### config.mk
export PLATFORM = sky130hd
export DESIGN_NAME = sram_access_ctrl
export DESIGN_NICKNAME = d
export VERILOG_FILES = /design/src/rtl/sram_access_ctrl.sv
export SDC_FILE = /design/constraint.sdc
export NUM_CORES = 1
export LEC_CHECK = 0
export BUFFER_PORTS_ARGS = -buffer_cell sky130_fd_sc_hd__buf_2
export CORE_ASPECT_RATIO = 1.4
export CORE_MARGIN = 2
export CORE_UTILIZATION = 35
export CTS_BUF_LIST = sky130_fd_sc_hd__clkbuf_16
export DETAILED_ROUTE_END_ITERATION = 12
export GPL_TIMING_DRIVEN = 0
export HOLD_SLACK_MARGIN = 0.06
export PLACE_DENSITY_LB_ADDON = 0.05
export RECOVER_POWER = 25
export SLEW_MARGIN = 20
export SYNTH_ARGS = -nofsm -noshare
export SYNTH_HDL_FRONTEND = slang
export SYNTH_SLANG_ARGS = --single-unit
export TNS_END_PERCENT = 20
### constraint.sdc
create_clock -name clk -period 4 [get_ports clk]
set_input_delay 1 -clock clk [delete_from_list [all_inputs] [get_ports clk]]
set_output_delay 1 -clock clk [all_outputs]
set_load 0.01 [all_outputs]
### src/rtl/sram_access_ctrl.sv
// sram_access_ctrl: initiator-side sequencer for the 4 KB single-port SRAM macro.
//   clk, resetn      : system clock, asynchronous active-low reset
//   req_*            : valid/ready byte request; req_we = 1 selects write
//   rsp_*            : one-entry read response buffer, held until rsp_ready
//   busy             : sequencer is not idle
//   sram_addr/din    : registered macro address and write data
//   sram_write_en    : registered write pulse, WR_CYCLES wide
//   sram_sense_en    : registered sense pulse, SENSE_CYCLES wide
//   sram_dout        : macro read data, captured on the last sense cycle
module sram_access_ctrl #(
    parameter int ADDR_W       = 12,
    parameter int DATA_W       = 8,
    parameter int WR_CYCLES    = 2,
    parameter int SENSE_CYCLES = 1
) (
    input  logic              clk,
    input  logic              resetn,
    input  logic              req_valid,
    output logic              req_ready,
    input  logic              req_we,
    input  logic [ADDR_W-1:0] req_addr,
    input  logic [DATA_W-1:0] req_wdata,
    output logic              rsp_valid,
    input  logic              rsp_ready,
    output logic [DATA_W-1:0] rsp_rdata,
    output logic              busy,
    output logic [ADDR_W-1:0] sram_addr,
    output logic [DATA_W-1:0] sram_din,
    output logic              sram_write_en,
    output logic              sram_sense_en,
    input  logic [DATA_W-1:0] sram_dout
);
    typedef enum logic [2:0] {IDLE, SETUP, WRITE, RECOVER, SENSE} state_t;
    localparam int MAX_C = (WR_CYCLES > SENSE_CYCLES) ? WR_CYCLES : SENSE_CYCLES;
    localparam int CNT_W = (MAX_C > 1) ? $clog2(MAX_C) : 1;
    state_t           state, state_n;
    logic [CNT_W-1:0] cnt;
    logic             we_q, ready_en, accept, last;
    // ready_en keeps req_ready low while in reset and until the first edge after release
    always_ff @(posedge clk or negedge resetn) begin
        if (!resetn) begin
            state    <= IDLE;
            cnt      <= '0;
            ready_en <= 1'b0;
        end else begin
            state    <= state_n;
            cnt      <= (state_n == state && state != IDLE) ? cnt + 1'b1 : '0;
            ready_en <= 1'b1;
        end
    end
    always_comb begin
        state_n = state;
        case (state)
            IDLE:    state_n = accept ? SETUP : IDLE;
            SETUP:   state_n = we_q ? WRITE : SENSE;
            WRITE:   state_n = last ? RECOVER : WRITE;
            RECOVER: state_n = IDLE;
            SENSE:   state_n = last ? IDLE : SENSE;
            default: state_n = IDLE;
        endcase
    end
    always_comb begin
        req_ready = ready_en && state == IDLE && !rsp_valid;
        accept    = req_valid && req_ready;
        last      = (state == WRITE) ? cnt == CNT_W'(WR_CYCLES - 1) : cnt == CNT_W'(SENSE_CYCLES - 1);
    end
    // Macro strobes are decoded from the next state so they leave a flop aligned with the state
    always_ff @(posedge clk or negedge resetn) begin
        if (!resetn) begin
            we_q          <= 1'b0;
            busy          <= 1'b0;
            sram_addr     <= '0;
            sram_din      <= '0;
            sram_write_en <= 1'b0;
            sram_sense_en <= 1'b0;
            rsp_valid     <= 1'b0;
            rsp_rdata     <= '0;
        end else begin
            busy          <= state_n != IDLE;
            sram_write_en <= state_n == WRITE;
            sram_sense_en <= state_n == SENSE;
            if (accept) begin
                we_q      <= req_we;
                sram_addr <= req_addr;
                if (req_we)
                    sram_din <= req_wdata;
            end
            if (state == SENSE && last) begin
                rsp_rdata <= sram_dout;
                rsp_valid <= 1'b1;
            end else if (rsp_ready) begin
                rsp_valid <= 1'b0;
            end
        end
    end
endmodule

==> results of run 1 <==
-- state kept, by name, summed over array words and instances (netlist names) --
| signal | cells |
|---|---|
| busy | 1 |
| cnt | 1 |
| ready_en | 1 |
| rsp_rdata | 8 |
| rsp_valid | 1 |
| sram_addr | 12 |
| sram_din | 8 |
| sram_sense_en | 1 |
| sram_write_en | 1 |
| state | 3 |
| we_q | 1 |
-- area by class of cell --
cell class | instances | area [µm²] | share of cell area (%)
Sequential cell | 38 | 950.9 | 46.74
Tap cell | 45 | 56.30 | 2.768
Clock inverter | 1 | 3.754 | 0.1845
Multi-Input combinational cell | 59 | 538.0 | 26.45
Inverter | 3 | 11.26 | 0.5535
Buffer | 4 | 25.02 | 1.230
Clock buffer | 5 | 125.1 | 6.150
Timing Repair Buffer | 65 | 324.1 | 15.93
-- metal layers --
metal	global-route usage [%]	part of all wire [%]	vias to the layer above	wire, µm
met3	4.673	6.0	5	174
met2	23.37	54	38	1582
met5	0	0	-	0
met4	6.000	1.9	0	56
met1	13.52	38	511	1098
li1	-	-	505	-
-- metrics by stage --
stage	hold WS, ps	instance area, µm²	utilization (%)	power, mW
detailed placement	486.9	1907	45.36	1.338
floorplan	528.6	1525	-	1.084
finish	497.9	2034	48.39	1.667
global route	515.8	2034	48.39	1.793
global placement	481.3	1907	45.36	1.315
CTS	503.8	2036	48.42	1.702
-- final timing paths --
| path | startpoint | to | slack [ps] | cells past startpoint |
|---|---|---|---|---|
| hold / removal | sram_addr[8] | sram_addr[8] | 500 | 1 |
| max in group asynchronous | resetn | we_q | 1590 | 1 |
| setup / recovery | state[0] | req_ready | 1360 | 4 |
| min in group asynchronous | resetn | busy | 1280 | 1 |
| hold reg to reg | sram_addr[8] | sram_addr[8] | 500 | 1 |
| setup reg to reg | state[0] | rsp_rdata[6] | 1740 | 5 |
-- worst max-delay path, delay by kind of cell (launching register included) --
family / cells / cell delay (ps)
DFF: 1 / 430
buffers and inverters: 2 / 360
and+or+nand+nor: 2 / 570
-- logic make-up (layout without fill, tap and decap cells) --
kind of cell	after synthesis	in the layout
DFF	38	38
muxes	29	29
and+or+nand+nor	19	19
AOI/OAI and AO/OA	8	8
buffers and inverters	7	78
adders and majority gates	2	2
other	1	1
-- cells in the mapped netlist (2+ instances only) --
library cell / count
sky130_fd_sc_hd__nor2_1: 3
sky130_fd_sc_hd__and2_1: 2
sky130_fd_sc_hd__inv_1: 3
sky130_fd_sc_hd__nand2_1: 2
sky130_fd_sc_hd__buf_2: 2
sky130_fd_sc_hd__dfrtp_1: 38
sky130_fd_sc_hd__o21ai_0: 3
sky130_fd_sc_hd__nor3b_1: 2
sky130_fd_sc_hd__a21oi_1: 2
sky130_fd_sc_hd__mux2_2: 28
-- power groups by stage --
stage / sequential (mW) / clock, mW / combinational, mW
2_1_floorplan: 0.739 / 0 / 0.345
3_3_place_gp: 0.655 / 0 / 0.660
3_5_place_dp: 0.662 / 0 / 0.676
4_1_cts: 0.658 / 0.367 / 0.678
5_1_grt: 0.677 / 0.382 / 0.734
6_report: 0.654 / 0.351 / 0.662
==> results.md, run 1 <==
- Switching share of power: 31.71%
- Share of synthesized area spent on multiplexers: 21.33%
- Row Count: 28
- Flip-flop and latch count after synthesis: 38
- Leading cell type in the layout, fill and taps excluded: sky130_fd_sc_hd__buf_2
- Placed insts: 214
- Ranking of synthesized cells by area: sky130_fd_sc_hd__dfrtp_1 (62%), sky130_fd_sc_hd__mux2_2 (21%), sky130_fd_sc_hd__nor4b_4 (1.6%)
- Synth Area per Inst: 14.67 µm²
- Number of nets produced by synthesis: 138
- Layout Area Growth over Synthesis: 33.39%
- Clock power share: 21.1%
- Top cell type's share of synthesized area: 62.35%
- Net count reported at finish: 210
- Violated checks: max-capacitance violations, max-slew violations
- Share of final-layout standard cells stronger than drive strength 1: 58.29%
- TritonCTS clock tree: yes
- Post-detailed-route wirelength per cell: 13.23 µm
- Clock skew: 2.903 ps
- Filler Cells Inserted: 401
- Number of hold-slack violations in the final timing report: 0
- Pins Over Slew Limit: 39
- EDFF count, synth: 0
- Min Clock Period, post-route: 2643 ps
- Residual overflow from global routing: 0
- Final wirelength: 2911 µm
- Die area: 4909 µm²
- Number of vias per cell after detailed routing: 4.814
- Post-CTS Setup Bufs: 0
- Count of cell types in the netlist: 29
- Die extent in y: 82.11 µm
- Hold_buf cts: 0
- Final GP Congestion: 0.7592
- RSZ-0062 raised after global routing: false
- Cell with the largest stage delay on the worst path: sky130_fd_sc_hd__dfrtp_1
- Static power due to leakage: 1.024 nW
- Rel. slew slack: -31.19%
- Xor and xnor area share after synthesis: 0%
- Predominant post-synthesis flop cell: sky130_fd_sc_hd__dfrtp_1
- Worst path max stage delay: 430 ps
- Post-Syn Instances: 104
- Largest voltage drop on the vdd net: 411.9 µV
- Number of antenna violations at the first check in global routing: 0
- Outcome: complete, but fails checks
- Max-capacitance violation count: 1
- Worst Setup Slack, final: 1357 ps
- Largest family of logic cells by synthesized area: multiplexers
- Cell type with the highest aggregate area in the netlist: sky130_fd_sc_hd__dfrtp_1
- Netlist area before placement: 1525 µm²
- Asr flop ratio synth: 100.0%
- Type of element launching the critical path: flop
- Largest net degree at the start of global routing: 39
- Port buffer count: 65
- Wire length of the first global-routing pass: 4754 µm
- Number of instances resized during post-cts repair: 0
- Count of endpoints failing setup in the final report: 0
- Clk Tree Root Cell: sky130_fd_sc_hd__clkbuf_16
- CTS buffer count: 5
- DR pass1 iterations: 3
- Combinational power share: 39.7%
- Most frequent cells in the layout: sky130_fd_sc_hd__buf_2 (66), sky130_fd_sc_hd__dfrtp_1 (38), sky130_fd_sc_hd__mux2_2 (28)
- Design internal power: 1.139 mW
- DP Worst Slack: 1638 ps
- Iteration-0 DRC Markers: 16
- CP Data Arrival Time: 1640 ps
- Ant diodes: 0
- Number of global-route vias before repair: 1098
- Count of vias placed by the detailed router: 1059
- Class of the most critical setup path: flop to primary output
- Placed wire-length estimate after detailed placement: 2183 µm
- Starting density of the core: 36.28%
- H-tree lvl count: 2
- Post-route DRC: 0
- Placeable core region: 4204 µm²
- Buffer depth of the longest clock path: 2
- Reg clk slew, reported paths: 50 ps
- Number of clock sinks: 38
- Maximum clock rate: 378.3 MHz
- Category of the worst setup path capture point: primary output
- Hold crit path type: flop to flop
- Post-synthesis share of cell area spent on and, or, nand and nor gates: 8.860%
- Arithmetic-cell share of the synthesized area counting full adders, half adders and majority gates: 1.477%
- Maximum fanout along the worst path: 10
- Overall fraction of global-route tracks in use: 13.15%
- Setup Total Neg Slack: 0 ps
- Horizontal die dimension: 59.79 µm
- I/O pin total: 66
- Fraction of the cycle the final worst path needs: 66.08%
- Post-detailed-route count of antenna-violating nets: 0
- Required @ worst endpoint: 3000 ps
- Transition time at the pin with the least slew margin: 1968 ps
- Total power divided by cell area: 819.5 nW/µm²
- Portion of the post-synthesis area used by sequential elements: 62.35%
- Compound-cell area share of the yosys netlist: 3.363%
- Cell-by-cell trace of the critical path: clkbuf_1 -> or3_1 -> nor3b_1 -> buf_2
- Synth warnings: 0
- Final Non-Filler Cells: 220
- Insertion delay of the later-clocked pin in the worst-skew pair: 270 ps
- Flop pwr share: 39.2%
- Switching power of the nets: 0.5287 mW
(Power assumes the default switching activity.)
==> run 2: changes to the inputs <==
==> constraint.sdc (replaced) <==
create_clock -name clk -period 2.2 [get_ports clk]
set_input_delay 0.55 -clock clk [delete_from_list [all_inputs] [get_ports clk]]
set_output_delay 0.55 -clock clk [all_outputs]
set_load 0.01 [all_outputs]
==> results.md, run 2 (synthesis results as in run 1) <==
- Number of vias per cell after detailed routing: 4.825 (+0.24%)
- Layout Area Growth over Synthesis: 35.44%
- Outcome: finished, final reports clean
- Final Util: 49.14% (+0.74 points)
- Tot Pwr: 3.072 mW (+84%)
- Count of endpoints failing setup in the final report: 0 (unchanged)
- Number of hold-slack violations in the final timing report: 0 (unchanged)
- Largest net degree at the start of global routing: 39 (unchanged)
- Number of clock sinks: 38 (unchanged)
- Die area: 4909 µm² (unchanged)
- Combinational power share: 40.7% (+1.0 points)
- Port buffer count: 65 (unchanged)
- Type of element launching the critical path: flop
- Final wirelength: 2935 µm (+0.82%)
- Hold crit path type: primary input to async pin
- Number of global-route vias before repair: 1098 (unchanged)
- Share of final-layout standard cells stronger than drive strength 1: 60.11% (+1.8 points)
- Post-detailed-route wirelength per cell: 13.16 µm (-0.53%)
- Overall fraction of global-route tracks in use: 13.15% (unchanged)
- Rel. slew slack: 38.94% (+70 points)
- Static power due to leakage: 1.047 nW (+2.3%)
- Design internal power: 2.103 mW (+85%)
- Class of the most critical setup path: flop to primary output
- Worst path max stage delay: 390 ps (-40 ps)
- Row Count: 28 (unchanged)
- Registers with the highest flip-flop counts: sram_addr (12), rsp_rdata (8), sram_din (8)
- Final GP Congestion: 0.7592 (unchanged)
- Starting density of the core: 36.28% (unchanged)
- Post-route DRC: 0 (unchanged)
- Hold_buf cts: 0 (unchanged)
- Flop pwr share: 38.5% (-0.7 points)
- Category of the worst setup path capture point: primary output
- Post-detailed-route count of antenna-violating nets: 0 (unchanged)
- CP Data Arrival Time: 1540 ps (-100 ps)
- H-tree lvl count: 2 (unchanged)
- I/O pin total: 66 (unchanged)
- Switching power of the nets: 0.9695 mW (+83%)
- Flip-flop count of the largest register, all copies and words added: 12 (unchanged)
- Required @ worst endpoint: 1650 ps (-1350 ps)
- RSZ-0062 raised after global routing: false
- Iteration-0 DRC Markers: 14 (-2)
- R2R Path Start: state[0]
- Switching share of power: 31.56% (-0.15 points)
- Ant diodes: 0 (unchanged)
- Buffer depth of the longest clock path: 2 (unchanged)
- Register with the most flip-flops: sram_addr
- Largest voltage drop on the vdd net: 748.9 µV (+82%)
- Clk Tree Root Cell: sky130_fd_sc_hd__clkbuf_16
- Most frequent cells in the layout: sky130_fd_sc_hd__buf_2 (66), sky130_fd_sc_hd__dfrtp_1 (38), sky130_fd_sc_hd__mux2_2 (28)
- CTS buffer count: 5 (unchanged)
- Transition time at the pin with the least slew margin: 915.9 ps (-1052 ps)
- Setup Total Neg Slack: 0 ps (unchanged)
- Wire length of the first global-routing pass: 4754 µm (unchanged)
- DR pass1 iterations: 4 (+1)
- Fraction of the cycle the final worst path needs: 95.04%
- Reg clk slew, reported paths: 50 ps (about the same)
- Number of antenna violations at the first check in global routing: 0 (unchanged)
- Worst hold margin: 402.5 ps (-95.35 ps)
- Critical R2R Capture: rsp_rdata[6]
- Clock power share: 20.8% (-0.3 points)
- Worst reg2reg path depth: 6 (+1)
- Max-capacitance violation count: 0 (-1)
- Net count reported at finish: 213 (+1.4%)
- Insertion delay of the later-clocked pin in the worst-skew pair: 270 ps (about the same)
- Count of vias placed by the detailed router: 1076 (+1.6%)
- Die extent in y: 82.11 µm (unchanged)
- Filler Cells Inserted: 401 (unchanged)
- Horizontal die dimension: 59.79 µm (unchanged)
- Cell with the largest stage delay on the worst path: sky130_fd_sc_hd__dfrtp_1
- Maximum fanout along the worst path: 10 (unchanged)
- Leading cell type in the layout, fill and taps excluded: sky130_fd_sc_hd__buf_2
- Min Clock Period, post-route: 2091 ps
- Total power divided by cell area: 1487 nW/µm² (+81%)
- Maximum clock rate: 478.2 MHz
- Residual overflow from global routing: 0 (unchanged)
- Cell-by-cell trace of the critical path: clkbuf_4 -> or3_1 -> nor3b_1 -> buf_2
- Clock skew: 2.819 ps (-0.08369 ps)
- Placed wire-length estimate after detailed placement: 2183 µm (unchanged)
- Reg-to-reg setup timing slack: 190 ps (-1550 ps)
- Pins Over Slew Limit: 0 (-100%)
- TritonCTS clock tree: yes
- Placeable core region: 4204 µm² (unchanged)
## run 2: changes by cell type in the layout (fill, tap and decap cells not counted)
cell / change
sky130_fd_sc_hd__clkbuf_1: -2
sky130_fd_sc_hd__buf_4: +2
sky130_fd_sc_hd__clkbuf_4: +1
sky130_fd_sc_hd__buf_6: +1
sky130_fd_sc_hd__clkbuf_2: +1
## run 2: critical path: cells and delay by family (launching register included)
family / cells / cell delay (ps)
buffers and inverters: 2 / 330
DFF: 1 / 390
and+or+nand+nor: 2 / 540
## run 2: area by class of cell
class	instances	area [µm²]	area share (%)
plain buffers	4	28.78	1.393
repair buffers	68	351.6	17.02
clock buffers	5	125.1	6.057
clock inverters	1	3.754	0.1817
well taps	45	56.30	2.726
multi-input cells	59	538.0	26.04
inverters	3	11.26	0.5451
flip-flops and latches	38	950.9	46.03
## run 2: stage by stage
stage / cell area, µm² / instances / setup WS, ps
after detailed placement: 1907 / 214 / -91.81
after global placement: 1907 / 214 / -23.12
after global routing: 2066 / 223 / 43.87
after floorplan: 1525 / 104 / 168.0
after CTS: 2044 / 221 / 20.28
final: 2066 / 223 / 109.0
## run 2: what timing repair did
| action | CTS | global route |
|---|---|---|
| endpoints found under the setup margin | 9 | 9 |
| resized for setup | 1 | 3 |
| setup buffers | 1 | 2 |
| pin swaps | 1 | 0 |
## run 2: worst max path at each step
stage               slack (ps)  startpoint  cells past startpoint            to
floorplan                  170    state[0]                      5  rsp_rdata[0]
global placement           -20    state[0]                      5  rsp_rdata[3]
detailed placement         -90    state[0]                      5  rsp_rdata[5]
CTS                         20    state[0]                      4     req_ready
global route                40    state[0]                      4     req_ready
finish                     110    state[0]                      4     req_ready
## run 2: power by group through the flow
| stage | Combinational (mW) | Sequential, mW | Clock [mW] |
|---|---|---|---|
| CTS | 1.24 | 1.20 | 0.667 |
| finish | 1.25 | 1.18 | 0.639 |
| global placement | 1.20 | 1.19 | 0 |
| detailed placement | 1.23 | 1.20 | 0 |
| global route | 1.38 | 1.23 | 0.694 |
| floorplan | 0.628 | 1.34 | 0 |
## run 2: per-layer routing
metal  global-route usage [%]  share of wire (%)  vias to the layer above
met1                    13.52                 37                      522
met4                    6.000                1.9                        0
li1                         -                  -                      511
met3                    4.673                5.9                        5
met5                        0                  0                        -
met2                    23.37                 55                       38
==> run 3: changes to the inputs <==
--- a/config.mk
+++ b/config.mk
@@ -13,7 +13,7 @@
 export DETAILED_ROUTE_END_ITERATION = 12
 export GPL_TIMING_DRIVEN = 0
 export HOLD_SLACK_MARGIN = 0.06
-export PLACE_DENSITY_LB_ADDON = 0.05
+export PLACE_DENSITY = 0.63
 export RECOVER_POWER = 25
 export SLEW_MARGIN = 20
 export SYNTH_ARGS = -nofsm -noshare
==> results.md, run 3 (synthesis results as in run 1) <==
- Transition time at the pin with the least slew margin: 912.4 ps (-3.541 ps)
- Clk Tree Root Cell: sky130_fd_sc_hd__clkbuf_16
- Static power due to leakage: 1.044 nW (-0.29%)
- Leading cell type in the layout, fill and taps excluded: sky130_fd_sc_hd__buf_2
- Worst path max stage delay: 430 ps (+40 ps)
- Cell-by-cell trace of the critical path: clkbuf_4 -> or3_1 -> nor3b_2 -> buf_2
- CTS buffer count: 5 (unchanged)
- Category of the worst setup path capture point: primary output
- Type of element launching the critical path: flop
- Layout Area Growth over Synthesis: 35.27%
- Most frequent cells in the layout: sky130_fd_sc_hd__buf_2 (66), sky130_fd_sc_hd__dfrtp_1 (37), sky130_fd_sc_hd__mux2_2 (28)
- Final wirelength: 2887 µm (-1.6%)
- Cell with the largest stage delay on the worst path: sky130_fd_sc_hd__dfrtp_2
- Residual overflow from global routing: 0 (unchanged)
- Number of antenna violations at the first check in global routing: 0 (unchanged)
- Placeable core region: 4204 µm² (unchanged)
- RSZ-0062 raised after global routing: false
- Largest voltage drop on the vdd net: 558.3 µV (-25%)
- Min Clock Period, post-route: 2143 ps (+51.85 ps)
- Reg clk slew, reported paths: 50 ps (about the same)
- Insertion delay of the later-clocked pin in the worst-skew pair: 270 ps (about the same)
- Combinational power share: 39.9% (-0.8 points)
- Flop pwr share: 38.8% (+0.3 points)
- H-tree lvl count: 2 (unchanged)
- Post-detailed-route wirelength per cell: 13.00 µm (-1.2%)
- Pins Over Slew Limit: 0 (unchanged)
- Total power divided by cell area: 1490 nW/µm² (+0.16%)
- Registers with the highest flip-flop counts: sram_addr (12), rsp_rdata (8), sram_din (8)
- Hold crit path type: primary input to async pin
- Outcome: finished, final reports clean
- Count of vias placed by the detailed router: 1070 (-0.56%)
- Maximum clock rate: 466.7 MHz (-2.4%)
- Number of clock sinks: 38 (unchanged)
- Starting density of the core: 36.28% (unchanged)
- Iteration-0 DRC Markers: 3 (-11)
- Horizontal die dimension: 59.79 µm (unchanged)
- CP Data Arrival Time: 1590 ps (+50 ps)
- Ant diodes: 0 (unchanged)
- Die area: 4909 µm² (unchanged)
- Final Util: 49.08% (-0.060 points)
- Post-detailed-route count of antenna-violating nets: 0 (unchanged)
- Maximum fanout along the worst path: 10 (unchanged)
- Clock power share: 21.2% (+0.4 points)
- Buffer depth of the longest clock path: 2 (unchanged)
- Max-capacitance violation count: 0 (unchanged)
- Switching share of power: 31.77% (+0.22 points)
- Wire length of the first global-routing pass: 4567 µm (-3.9%)
- Flip-flop count of the largest register, all copies and words added: 12 (unchanged)
- Largest net degree at the start of global routing: 39 (unchanged)
- Rel. slew slack: 39.17% (+0.24 points)
- Overall fraction of global-route tracks in use: 12.84% (-0.31 points)
- Clock skew: 4.106 ps (+1.286 ps)
- DR pass1 iterations: 4 (unchanged)
- Share of final-layout standard cells stronger than drive strength 1: 61.58% (+1.5 points)
- Design internal power: 2.097 mW (-0.28%)
- Hold_buf cts: 0 (unchanged)
- TritonCTS clock tree: yes
- Count of endpoints failing setup in the final report: 0 (unchanged)
- Setup Total Neg Slack: 0 ps (unchanged)
- Number of vias per cell after detailed routing: 4.820 (-0.11%)
- Port buffer count: 65 (unchanged)
- Reg-to-reg setup timing slack: 100 ps (-90 ps)
- I/O pin total: 66 (unchanged)
- Number of hold-slack violations in the final timing report: 0 (unchanged)
- Final GP Congestion: 0.6772 (-11%)
- Net count reported at finish: 211 (-0.94%)
- Post-route DRC: 0 (unchanged)
- Die extent in y: 82.11 µm (unchanged)
- Fraction of the cycle the final worst path needs: 97.40% (+2.4 points)
- Row Count: 28 (unchanged)
- Number of global-route vias before repair: 1067 (-2.8%)
- Required @ worst endpoint: 1650 ps (about the same)
- Switching power of the nets: 0.9765 mW (+0.73%)
- Placed wire-length estimate after detailed placement: 2198 µm (+0.71%)
- Class of the most critical setup path: flop to primary output
- Register with the most flip-flops: sram_addr
-- run 3: changes by cell type in the layout (fill, tap and decap cells not counted) --
| cell | delta |
|---|---|
| sky130_fd_sc_hd__clkinv_2 | +2 |
| sky130_fd_sc_hd__nor3b_1 | -1 |
| sky130_fd_sc_hd__clkinv_1 | -1 |
| sky130_fd_sc_hd__buf_4 | -2 |
| sky130_fd_sc_hd__dfrtp_2 | +1 |
| sky130_fd_sc_hd__dfrtp_1 | -1 |
| sky130_fd_sc_hd__nor3b_2 | +1 |
-- run 3: per-layer routing --
metal	vias up	share of wire (%)	track usage (%)
met5	-	0	0
met4	0	2.7	8.000
met3	6	5.0	3.738
met2	38	56	22.83
met1	514	37	12.75
li1	512	-	-
-- run 3: cell type report --
| type | instances | area, µm² |
|---|---|---|
| clock inverters | 2 | 10.01 |
| inverters | 3 | 11.26 |
| multi-input cells | 59 | 543.0 |
| plain buffers | 4 | 28.78 |
| clock buffers | 5 | 125.1 |
| fillers | 395 | 2141 |
| well taps | 45 | 56.30 |
| flip-flops and latches | 38 | 952.2 |
| repair buffers | 66 | 336.6 |
-- run 3: path summary, 6_finish.rpt --
check / start / end / cells after the start
worst min-delay path: resetn / ready_en / 1
min in group clk: sram_din[6] / sram_din[6] / 1
max in group asynchronous: resetn / state[0] / 1
worst min register to register: sram_din[6] / sram_din[6] / 1
worst max-delay path: state[0] / req_ready / 4
worst max register to register: state[0] / rsp_rdata[3] / 6
-- run 3: what timing repair did --
action	4_1_cts	5_1_grt
buffers inserted	1	0
pin swaps	1	0
resized for setup	2	3
setup endpoints to repair	9	9
-- run 3: stage by stage --
stage	power, mW	hold WS, ps	area, µm²	setup WS [ps]	instances
after floorplan	1.971	254.4	1525	168.0	104
after global placement	2.380	481.7	1907	16.99	214
after detailed placement	2.426	488.7	1907	-79.40	214
after CTS	3.113	402.9	2053	5.227	222
after global routing	3.308	482.8	2063	1.414	222
final	3.073	399.6	2063	57.19	222
-- run 3: power by group through the flow --
stage	registers [mW]	clock network (mW)	logic, mW
after floorplan	1.34	0	0.628
after detailed placement	1.21	0	1.22
after global routing	1.24	0.718	1.35
after CTS	1.20	0.679	1.24
final	1.19	0.653	1.23
after global placement	1.18	0	1.20
-- run 3: critical path: cells and delay by family (launching register included) --
kind	cells	cell delay, ps
flops	1	430
simple gates	2	550
buf+inv	2	330
